[src/rtl/fft_addr_gen_pkg.sv]
// Shared definitions for the in-place radix-2 DIT FFT address generator.
package fft_addr_gen_pkg;

    localparam int unsigned DEF_ADDR_W = 10;

    typedef enum logic [1:0] {
        StIdle,
        StRun,
        StDrain,
        StDone
    } state_t;

    // Ceiling log2, never less than 1 so it can size a port directly.
    function automatic int unsigned clog2(input int unsigned v);
        int unsigned r;
        r = 0;
        for (int unsigned i = 0; i < 32; i++) begin
            if ((32'd1 << i) < v) r = i + 1;
        end
        return (r == 0) ? 1 : r;
    endfunction

endpackage

[src/rtl/fft_addr_gen_map.sv]
// Butterfly address map: stage s, butterfly b -> read pair (A, B) and twiddle index.
module fft_addr_gen_map
    import fft_addr_gen_pkg::*;
#(
    parameter int unsigned ADDR_W = DEF_ADDR_W,
    localparam int unsigned SW = clog2(ADDR_W)
) (
    input  logic [SW-1:0]     stage,
    input  logic [ADDR_W-2:0] bfly,
    output logic [ADDR_W-1:0] addr_a,
    output logic [ADDR_W-1:0] addr_b,
    output logic [ADDR_W-2:0] tw_addr
);

    localparam int unsigned BW = ADDR_W - 1;

    logic [BW-1:0]     mask;
    logic [BW-1:0]     j;
    logic [BW-1:0]     g;
    logic [ADDR_W-1:0] a;
    logic [SW-1:0]     tw_sh;

    // At the final stage 1<<s overflows BW bits to 0, so the mask wraps to all ones.
    assign mask    = (BW'(1) << stage) - BW'(1);
    assign j       = bfly & mask;
    assign g       = bfly >> stage;
    assign a       = ((ADDR_W'(g) << stage) << 1) | ADDR_W'(j);
    assign tw_sh   = SW'(ADDR_W - 1) - stage;

    assign addr_a  = a;
    assign addr_b  = a | (ADDR_W'(1) << stage);
    assign tw_addr = j << tw_sh;

endmodule

[src/rtl/fft_addr_gen.sv]
// In-place address/control generator for the iterative radix-2 DIT FFT core.
// One butterfly per enabled cycle, PIPE_DLY idle cycles after each stage for write-back.
module fft_addr_gen
    import fft_addr_gen_pkg::*;
#(
    parameter int unsigned ADDR_W   = DEF_ADDR_W,
    parameter int unsigned PIPE_DLY = 3,
    localparam int unsigned SW = clog2(ADDR_W)
) (
    input  logic              CLK,
    input  logic              RST,
    input  logic              EN,
    input  logic              i_START,
    output logic [ADDR_W-1:0] o_ADDR_A,
    output logic [ADDR_W-1:0] o_ADDR_B,
    output logic [ADDR_W-2:0] o_TW_ADDR,
    output logic [SW-1:0]     o_STAGE,
    output logic              o_VALID,
    output logic              o_LAST,
    output logic              o_BUSY,
    output logic              o_DONE
);

    localparam int unsigned   BW     = ADDR_W - 1;
    localparam int unsigned   DW     = clog2(PIPE_DLY + 1);
    localparam logic [BW-1:0] LAST_B = '1;
    localparam logic [SW-1:0] LAST_S = SW'(ADDR_W - 1);
    localparam logic [DW-1:0] LAST_D = DW'((PIPE_DLY > 0) ? PIPE_DLY - 1 : 0);

    state_t        state_q, state_d;
    logic [BW-1:0] b_q, b_d;
    logic [SW-1:0] stage_q, stage_d;
    logic [DW-1:0] drain_q, drain_d;

    logic              valid_d, last_d, done_d, busy_d;
    logic [ADDR_W-1:0] map_a, map_b;
    logic [ADDR_W-2:0] map_tw;

    always_ff @(posedge CLK or posedge RST) begin
        if (RST) begin
            state_q <= StIdle;
            b_q     <= '0;
            stage_q <= '0;
            drain_q <= '0;
        end else if (EN) begin
            state_q <= state_d;
            b_q     <= b_d;
            stage_q <= stage_d;
            drain_q <= drain_d;
        end
    end

    always_comb begin
        state_d = state_q;
        b_d     = b_q;
        stage_d = stage_q;
        drain_d = drain_q;
        unique case (state_q)
            StIdle: begin
                if (i_START) begin
                    state_d = StRun;
                    b_d     = '0;
                    stage_d = '0;
                end
            end
            StRun: begin
                if (b_q != LAST_B) begin
                    b_d = b_q + 1'b1;
                end else if (PIPE_DLY > 0) begin
                    state_d = StDrain;
                    drain_d = '0;
                end else if (stage_q == LAST_S) begin
                    state_d = StDone;
                end else begin
                    stage_d = stage_q + 1'b1;
                    b_d     = '0;
                end
            end
            StDrain: begin
                if (drain_q != LAST_D) begin
                    drain_d = drain_q + 1'b1;
                end else if (stage_q == LAST_S) begin
                    state_d = StDone;
                end else begin
                    state_d = StRun;
                    stage_d = stage_q + 1'b1;
                    b_d     = '0;
                end
            end
            StDone:  state_d = StIdle;
            default: state_d = StIdle;
        endcase
    end

    // Addresses are computed from next-state counters so the outputs can be registered.
    fft_addr_gen_map #(
        .ADDR_W(ADDR_W)
    ) u_map (
        .stage  (stage_d),
        .bfly   (b_d),
        .addr_a (map_a),
        .addr_b (map_b),
        .tw_addr(map_tw)
    );

    always_comb begin
        valid_d = (state_d == StRun);
        last_d  = valid_d && (b_d == LAST_B);
        done_d  = (state_d == StDone);
        busy_d  = (state_d != StIdle);
    end

    always_ff @(posedge CLK or posedge RST) begin
        if (RST) begin
            o_VALID   <= 1'b0;
            o_LAST    <= 1'b0;
            o_DONE    <= 1'b0;
            o_BUSY    <= 1'b0;
            o_ADDR_A  <= '0;
            o_ADDR_B  <= '0;
            o_TW_ADDR <= '0;
            o_STAGE   <= '0;
        end else if (EN) begin
            o_VALID <= valid_d;
            o_LAST  <= last_d;
            o_DONE  <= done_d;
            o_BUSY  <= busy_d;
            if (valid_d) begin
                o_ADDR_A  <= map_a;
                o_ADDR_B  <= map_b;
                o_TW_ADDR <= map_tw;
                o_STAGE   <= stage_d;
            end
        end
    end

endmodule

[config.mk]
export PLATFORM = sky130hd
export DESIGN_NAME = fft_addr_gen
export DESIGN_NICKNAME = d
export VERILOG_FILES = /design/src/rtl/fft_addr_gen_pkg.sv /design/src/rtl/fft_addr_gen_map.sv /design/src/rtl/fft_addr_gen.sv
export SDC_FILE = /design/constraint.sdc
export NUM_CORES = 1
export LEC_CHECK = 0
export BUFFER_PORTS_ARGS = -buffer_cell sky130_fd_sc_hd__clkbuf_2
export CAP_MARGIN = 0
export CELL_PAD_IN_SITES_DETAIL_PLACEMENT = 0
export CELL_PAD_IN_SITES_GLOBAL_PLACEMENT = 1
export CORE_ASPECT_RATIO = 2
export CORE_MARGIN = 5
export CORE_UTILIZATION = 30
export DETAILED_ROUTE_END_ITERATION = 7
export PLACE_DENSITY_LB_ADDON = 0.1
export SLEW_MARGIN = 20
export SYNTH_ARGS = -nofsm -noshare
export SYNTH_HDL_FRONTEND = slang
export SYNTH_SLANG_ARGS = --single-unit
[constraint.sdc]
create_clock -name CLK -period 3.3 [get_ports CLK]
set_input_delay 0.33 -clock CLK [delete_from_list [all_inputs] [get_ports CLK]]
set_output_delay 0.33 -clock CLK [all_outputs]
set_load 0.03 [all_outputs]
==> results of run 1 <==
==> flip-flops by register name, indices dropped and copies added, names as in the netlist <==
signal and count:
o_STAGE 4, o_DONE 1, b_q 9, o_BUSY 1
o_TW_ADDR 9, o_LAST 1, drain_q 2, stage_q 4
o_ADDR_B 10, state_q 2, o_VALID 1, o_ADDR_A 10
==> what timing repair did <==
item,CTS,global route
resized for setup,0,4
buffers inserted,0,1
hold endpoints to repair,0,0
endpoints found under the setup margin,0,8
==> metrics by stage <==
step | instances | setup WS, ns | total power (uW) | setup TNS [ns] | hold slack (ns)
5_1_grt | 589 | -0.00303 | 4250 | -0.00303 | 0.250
3_5_place_dp | 581 | 0.0960 | 3390 | 0 | 0.465
2_1_floorplan | 392 | 0.0814 | 2650 | 0 | 0.513
6_report | 589 | 0.194 | 4010 | 0 | 0.175
3_3_place_gp | 581 | 0.175 | 3390 | 0 | 0.461
4_1_cts | 588 | 0.0456 | 4040 | 0 | 0.220
==> worst max-delay path, stage by stage (launching register included) <==
cell	delay, ns
sky130_fd_sc_hd__dfrtp_1	0.37
sky130_fd_sc_hd__inv_1	0.05
sky130_fd_sc_hd__ha_2	0.23
sky130_fd_sc_hd__nor2b_1	0.16
sky130_fd_sc_hd__and4b_1	0.21
sky130_fd_sc_hd__a211o_4	0.36
sky130_fd_sc_hd__clkinv_4	0.06
sky130_fd_sc_hd__nand2_1	0.08
sky130_fd_sc_hd__nor2_2	0.12
sky130_fd_sc_hd__inv_1	0.07
sky130_fd_sc_hd__ha_1	0.37
sky130_fd_sc_hd__or3_1	0.41
sky130_fd_sc_hd__a21oi_2	0.20
sky130_fd_sc_hd__a221oi_2	0.09
sky130_fd_sc_hd__a311oi_2	0.25
==> area by class of cell <==
class / instances / area [um2] / share of cell area
clock buffer: 6 / 139 / 0.0334
tap: 142 / 178 / 0.0428
clock inverter: 1 / 30.0 / 0.00723
timing repair buffer: 75 / 463 / 0.111
sequential: 54 / 1350 / 0.325
inverter: 11 / 46.3 / 0.0111
multi-input combinational: 300 / 1950 / 0.469
==> how the worst max path moves through the flow <==
stage / slack, ns / to / cells after the start / startpoint
final: 0.19 / o_TW_ADDR[8] / 14 / drain_q[0]
after global routing: -0.003 / o_TW_ADDR[8] / 15 / stage_q[1]
after CTS: 0.05 / o_TW_ADDR[8] / 16 / drain_q[0]
after detailed placement: 0.1 / o_TW_ADDR[8] / 16 / drain_q[0]
after global placement: 0.18 / o_TW_ADDR[8] / 14 / drain_q[0]
after floorplan: 0.08 / o_TW_ADDR[8] / 19 / drain_q[0]
==> metal layers <==
layer	up-vias	share of wire
met3	30	0.028
met5	-	0
met1	1507	0.37
met4	0	0.051
met2	92	0.56
li1	1541	-
==> where the power goes <==
part	internal, uW	switching (uW)	total, uW
clock	376	253	629
combinational	767	1490	2260
sequential	899	220	1120
total	2040	1960	4010
==> cells by family (layout without fill, tap and decap cells) <==
family,Yosys count,after routing,synth area share
xor+xnor,3,3,0.00754
compound gates,128,128,0.271
buf+inv,38,93,0.0564
simple gates,152,152,0.221
flops,54,54,0.388
mux,11,11,0.0348
fa+ha+maj,6,6,0.0216
==> layout by cell type, fill, tap and decap left out, types with 5 or more instances in the layout <==
| master | instances |
|---|---|
| sky130_fd_sc_hd__buf_4 | 35 |
| sky130_fd_sc_hd__nor2_1 | 44 |
| sky130_fd_sc_hd__clkbuf_2 | 40 |
| sky130_fd_sc_hd__clkbuf_16 | 5 |
| sky130_fd_sc_hd__nand2_1 | 45 |
| sky130_fd_sc_hd__nor3_1 | 10 |
| sky130_fd_sc_hd__dfrtp_1 | 54 |
| sky130_fd_sc_hd__nand4_1 | 6 |
| sky130_fd_sc_hd__a21oi_1 | 38 |
| sky130_fd_sc_hd__a211oi_1 | 7 |
| sky130_fd_sc_hd__ha_1 | 5 |
| sky130_fd_sc_hd__mux2_2 | 9 |
| sky130_fd_sc_hd__nand3_1 | 8 |
| sky130_fd_sc_hd__o21ai_0 | 21 |
| sky130_fd_sc_hd__inv_1 | 6 |
| sky130_fd_sc_hd__a31oi_1 | 9 |
==> results.md, run 1 <==
- The die outline width is 86.2 um.
- At the end of the flow the core is filled with cells to 0.366.
- The TritonCTS sink count is 54.
- The worst path in the final design needs a cycle of 3.11 ns, including I/O delays and setup.
- The path class of the tightest hold or removal check is input port to asynchronous set/reset pin.
- After global routing the overflow that remains totals 0.
- The hold buffer count at cts is 0.
- met2 is the most crowded layer.
- The final number of max-transition violations is 0.
- Of the available clock period, the critical path in the final layout requires 0.941.
- Of the synthesized area, sequential elements account for 0.388.
- The number of setup violations in the final report is 0.
- The end of the worst register-to-register path is o_TW_ADDR[8].
- By count the netlist is led by 54 x sky130_fd_sc_hd__dfrtp_1, 46 x sky130_fd_sc_hd__nor2_1, 45 x sky130_fd_sc_hd__nand2_1.
- In this run the worst path has a maximum fanout of 9.
- Counting the buffers created by CTS gives 5.
- The pin count of the biggest net entering global routing is 36.
- The floorplan step defined a core boundary enclosing 11400 um2.
- The fraction of final layout cells with drive strength greater than 1 is 0.282.
- The synthesis-to-finish area growth is 19.3%.
- The worst setup path is of the flip-flop to flip-flop kind.
- The total number of H-tree levels is 2.
- The number of buffers on the longest clock path is 2.
- The power density of the placed cells is 964 nW/um2.
- The commonest register cell after synthesis is sky130_fd_sc_hd__dfrtp_1.
- The dominant cell type by area after synthesis is sky130_fd_sc_hd__dfrtp_1.
- The unique cell type count in the Yosys netlist is 77.
- The total wirelength of the detailed-routed design is 12000 um.
- Static timing analysis puts the maximum clock frequency at 0.322 GHz.
- The count of max-cap constraint violations is 0.
- The worst setup slack for register-to-register paths is 0.19 ns.
- The category of the worst setup path capture point is a flip-flop.
- The data required time at the worst endpoint is 3.51 ns.
- The height of the die is 162 um.
- For this design the top-level I/O count stands at 41.
- The half-perimeter wire length after placement is 9320 um.
- In this run the mean area of a mapped cell was 8.89 um2.
- The final route contains 3170 vias.
- The filler cells instantiated in the layout total 1219.
- Yosys printed 0 warnings.
- In the global route stage, met2 resource usage came out at 0.334.
- The net count of the finished layout is 457.
- The diode insertion count for antenna repair is 0.
- The number of hold violations in the final report is 0.
- The critical path startpoint category is a flip-flop.
- The number of standard-cell rows in the floorplan is 55.
- The flip-flop and latch count after synthesis is 54.
- In the post-synthesis netlist, the biggest area contributors are sky130_fd_sc_hd__dfrtp_1 39%, sky130_fd_sc_hd__a21oi_1 5.5%, sky130_fd_sc_hd__nor2_1 5.0%.
- The number of vias per cell is 5.38.
- Counting every net in the synthesized netlist gives 402.
- The cell count after synthesis is 392.
- The number of cells on the worst reg-to-reg path is 14.
- The clock latency of the later-clocked register in the worst-skew pair is 0.30 ns.
- The starting density of the core is 0.307.
- Clock skew on the completed layout was measured at 0.00858 ns.
- The number of I/O port buffers is 40.
- The leakage power total is 0.00179 uW.
- The number of enable flip-flop cells after synthesis is 0.
- The initial antenna violation count is 0.
- The cell area after placement is 3970 um2.
- IR analysis of the VDD net gives a maximum drop of 308 uV.
- The run finished with clean final reports.
- The area share of the largest cell type after synthesis is 0.388.
- The via count of the first global-routing pass came to 3327.
- The wire length of the first global-routing pass is 18800 um.
- The global-route track usage on met3 is 0.0172.
- The reg-to-reg startpoint is drain_q[0].
- In this run, the number of DRC markers left after iteration 0 of detailed routing was 174.
- The post-layout instance area is 4160 um2.
- At the pin with the least slew margin, the transition time is 0.824 ns.
- The clock transition time at the flip-flop clock pins of the worst setup and hold paths is 0.07 ns.
- Measured against its own limit, the worst slew margin works out to 0.450.
- TritonCTS built the clock tree.
- The data arrival time at the worst-slack endpoint is 3.31 ns.
- The floorplan die area is 14000 um2.
- Across every metal layer, demand over resource in global routing totals 0.175.
- sky130_fd_sc_hd__dfrtp_1 is the most common cell in the netlist.
- The clock tree root buffer cell is sky130_fd_sc_hd__clkbuf_16.
- The detail route stage leaves a number of antenna-violating nets equal to 0.
- The first detailed-routing pass ran for 4 iterations.
- The weighted congestion at the end of routability-driven global placement is 0.888.
- The number of DRC violations after detailed routing is 0.
- In the global route stage, met1 resource usage came out at 0.182.
- After synthesis the cells add up to 3480 um2.
- The average wire length per cell after detail routing is 20.4 um.
- Counting flops with an async set or reset pin after synthesis yields a share of 1.00.
No activity file was read; power rests on OpenSTA's default activity.
==> run 2: changes to the inputs <==
--- a/config.mk
+++ b/config.mk
@@ -5,7 +5,6 @@
 export SDC_FILE = /design/constraint.sdc
 export NUM_CORES = 1
 export LEC_CHECK = 0
-export BUFFER_PORTS_ARGS = -buffer_cell sky130_fd_sc_hd__clkbuf_2
 export CAP_MARGIN = 0
 export CELL_PAD_IN_SITES_DETAIL_PLACEMENT = 0
 export CELL_PAD_IN_SITES_GLOBAL_PLACEMENT = 1
@@ -13,6 +12,7 @@
 export CORE_MARGIN = 5
 export CORE_UTILIZATION = 30
 export DETAILED_ROUTE_END_ITERATION = 7
+export DONT_BUFFER_PORTS = 1
 export PLACE_DENSITY_LB_ADDON = 0.1
 export SLEW_MARGIN = 20
 export SYNTH_ARGS = -nofsm -noshare
==> results.md, run 2 (synthesis results as in run 1) <==
- Dividing total power by cell area gives a power density of 979 nW/um2.
- At the placement stage, the worst setup path has a slack of 0.0553 ns.
- The leakage power total is 0.00161 uW.
- After detailed routing, the number of remaining DRC violations is 0.
- The total instance count after detailed placement is 543.
- The number of hold violations in the final report is 0.
- The highest achievable clock rate is 0.316 GHz.
- The startpoint identified for the worst register-to-register timing path is drain_q[0].
- The count of max-cap constraint violations is 0.
- The clock group share of total power is 0.160.
- The total wirelength of the detailed-routed design is 12300 um.
- After detailed placement, the total cell area comes to 3780 um2.
- The net total in the final layout is 418.
- The height of the die is 162 um.
- The detailed-router iteration count before antenna repair is 4.
- The worst-case setup margin in the final layout is 0.136 ns.
- During I/O placement, the number of pins put on the boundary was 41.
- The final non-filler cell total is 551.
- The smallest clock period supported by the final layout is computed as 3.16 ns.
- The number of standard-cell rows in the floorplan is 55.
- The library cell used most frequently in the layout, excluding fill and tap cells, is sky130_fd_sc_hd__dfrtp_1.
- CTS saw 54 sinks.
- The hold buffer count at cts is 0.
- The most used routing layer is met2.
- The finished cells cover 3960 um2.
- The global routing usage on met1 is 0.193.
- The design internal power is 1920 uW.
- In this run, CTS created clock tree buffers numbering 5.
- The category of the worst setup path capture point is a flip-flop.
- The final number of max-transition violations is 0.
- Among the stages of the critical path, the cell type that occurs most often is sky130_fd_sc_hd__inv_1.
- The data arrival time at the worst-slack endpoint is 3.37 ns.
- The via count is 3076.
- In the routed layout, each cell is associated on average with a via count of 5.58.
- For met2 alone, demand over resource in global routing was 0.352.
- For this run, global-route usage on met3 was measured as 0.0187.
- The worst-margin pin slew is 0.740 ns.
- Global routing finished with a remaining overflow of 0.
- Across the VDD grid, the largest voltage drop is 304 uV.
- The half-perimeter wire length after placement is 9520 um.
- The number of buffers on the longest clock path is 2.
- The first routing iteration left 207 violations.
- The total negative slack is 0 ns.
- The weighted congestion at the end of routability-driven global placement is 0.873.
- The final clock skew is 0.00590 ns.
- The total routing resource utilization after global routing is 0.184.
- The delay of the slowest cell on the worst path is 0.44 ns.
- The initial antenna violation count came to 0.
- In the final layout, the registers with the most flip-flops are o_ADDR_A (10), o_ADDR_B (10).
- Once detail routing completed, the nets flagged for antenna violations numbered 0.
- Setup repair after global routing left no endpoint under its margin.
- The share of total power in sequential cells is 0.388.
- Entering global routing, the biggest net connects 32 pins.
- TritonCTS built the clock tree.
- The number of setup violations in the final report is 0.
- The flow ran to the end, and the final reports show no timing, DRC or antenna violations.
- The library cells used most frequently in the layout, excluding fill and tap cells, are 54 x sky130_fd_sc_hd__dfrtp_1, 46 x sky130_fd_sc_hd__nor2_1, 45 x sky130_fd_sc_hd__nand2_1.
- The critical path startpoint category is a flip-flop.
- The share of the core filled with cells in the final layout is 0.349.
- After clock tree synthesis, the clock-pin slew on the worst setup and hold paths is 0.07 ns.
- The start-to-end type of the worst setup path is flip-flop to flip-flop.
- The standard cell core area is 11400 um2.
- The proportion of power drawn by combinational gates is 0.452.
- The most critical setup path has its startpoint at drain_q[0].
- The clock reaches the later pin of the worst-skew pair after 0.30 ns.
- The clock tree synthesis step divided the H-tree into 2 levels.
- The number of I/O port buffers is 0.
- The final critical-path share of the clock period is 0.959.
- The wire length of the first global-routing pass is 19300 um.
- In this run the tightest slew margin relative to its limit is 0.506.
- The data required time at the worst endpoint is 3.51 ns.
- After detailed routing, the average wire length per cell comes to 22.3 um.
- The fraction of final layout cells with drive strength greater than 1 is 0.210.
- The via count of the first global-routing pass was 3188.
- Walking the worst path, the cells encountered are inv_1, ha_2, nor2b_1, and4b_1, a211o_4, clkinv_4, nand2_1, nor2_1, inv_1, ha_1, or3_1, a21oi_4, a221oi_2, a311oi_2.
- The die outline width is 86.2 um.
- The class of the tightest hold or removal check is input port to asynchronous set/reset pin.
- The switching component of the power is 1950 uW.
- The cell family contributing the most delay on the critical path is simple AND/OR/NAND/NOR gates.
- The number of antenna diodes in the final layout is 0.
- The number of buffer and inverter instances along the worst setup path is 3.
- The initial utilization of the core area, before any placement, comes to 0.307.
- The floorplan step defined a die boundary enclosing 14000 um2.
- The peak fanout along the critical path is 9.
- Of the total power, the share spent switching nets is 0.504.
- The clock tree root buffer cell is sky130_fd_sc_hd__clkbuf_16.
- The critical path's slowest cell is sky130_fd_sc_hd__or3_1.
- The area growth from synthesis to layout is 13.6%.
run 2: cell type report:
| cell class | count | area, um2 |
|---|---|---|
| clock inverter | 2 | 37.5 |
| inverter | 11 | 46.3 |
| timing repair buffer | 36 | 270 |
| tap | 142 | 178 |
| clock buffer | 6 | 129 |
| sequential | 54 | 1350 |
| multi-input combinational | 300 | 1950 |
| fill | 1223 | 7400 |
run 2: through the flow:
stage / hold slack, ns / power, uW
2_1_floorplan: 0.513 / 2650
3_3_place_gp: 0.382 / 3280
3_5_place_dp: 0.389 / 3270
4_1_cts: 0.0631 / 3910
5_1_grt: 0.101 / 4140
6_report: 0.0324 / 3880
run 2: metal layers:
layer  part of all wire  vias to the layer above
li1                   -                     1461
met1               0.35                     1524
met2               0.58                       65
met3              0.028                       26
met4              0.046                        0
met5                  0                        -
run 2: final timing paths:
kind                           endpoint  slack [ns]  cells past startpoint
setup / recovery           o_TW_ADDR[8]        0.14                     14
setup reg to reg           o_TW_ADDR[8]        0.14                     14
hold / removal              o_ADDR_A[7]        0.03                      1
min in group CLK                 b_q[4]        0.12                      1
hold reg to reg              drain_q[0]        0.57                      2
max in group asynchronous   o_ADDR_B[1]        2.45                      2
run 2: power by group through the flow:
stage	clock network, uW	registers [uW]	logic [uW]
after CTS	650	1520	1750
after global routing	666	1550	1920
after floorplan	0	1400	1240
after global placement	0	1520	1750
after detailed placement	0	1530	1740
final	621	1500	1750
run 2: what timing repair did:
| action | in CTS | in global routing |
|---|---|---|
| resized for setup | 0 | 3 |
| setup buffers | 0 | 0 |
| endpoints found under the setup margin | 0 | 6 |
| endpoints found under the hold margin | 0 | 0 |
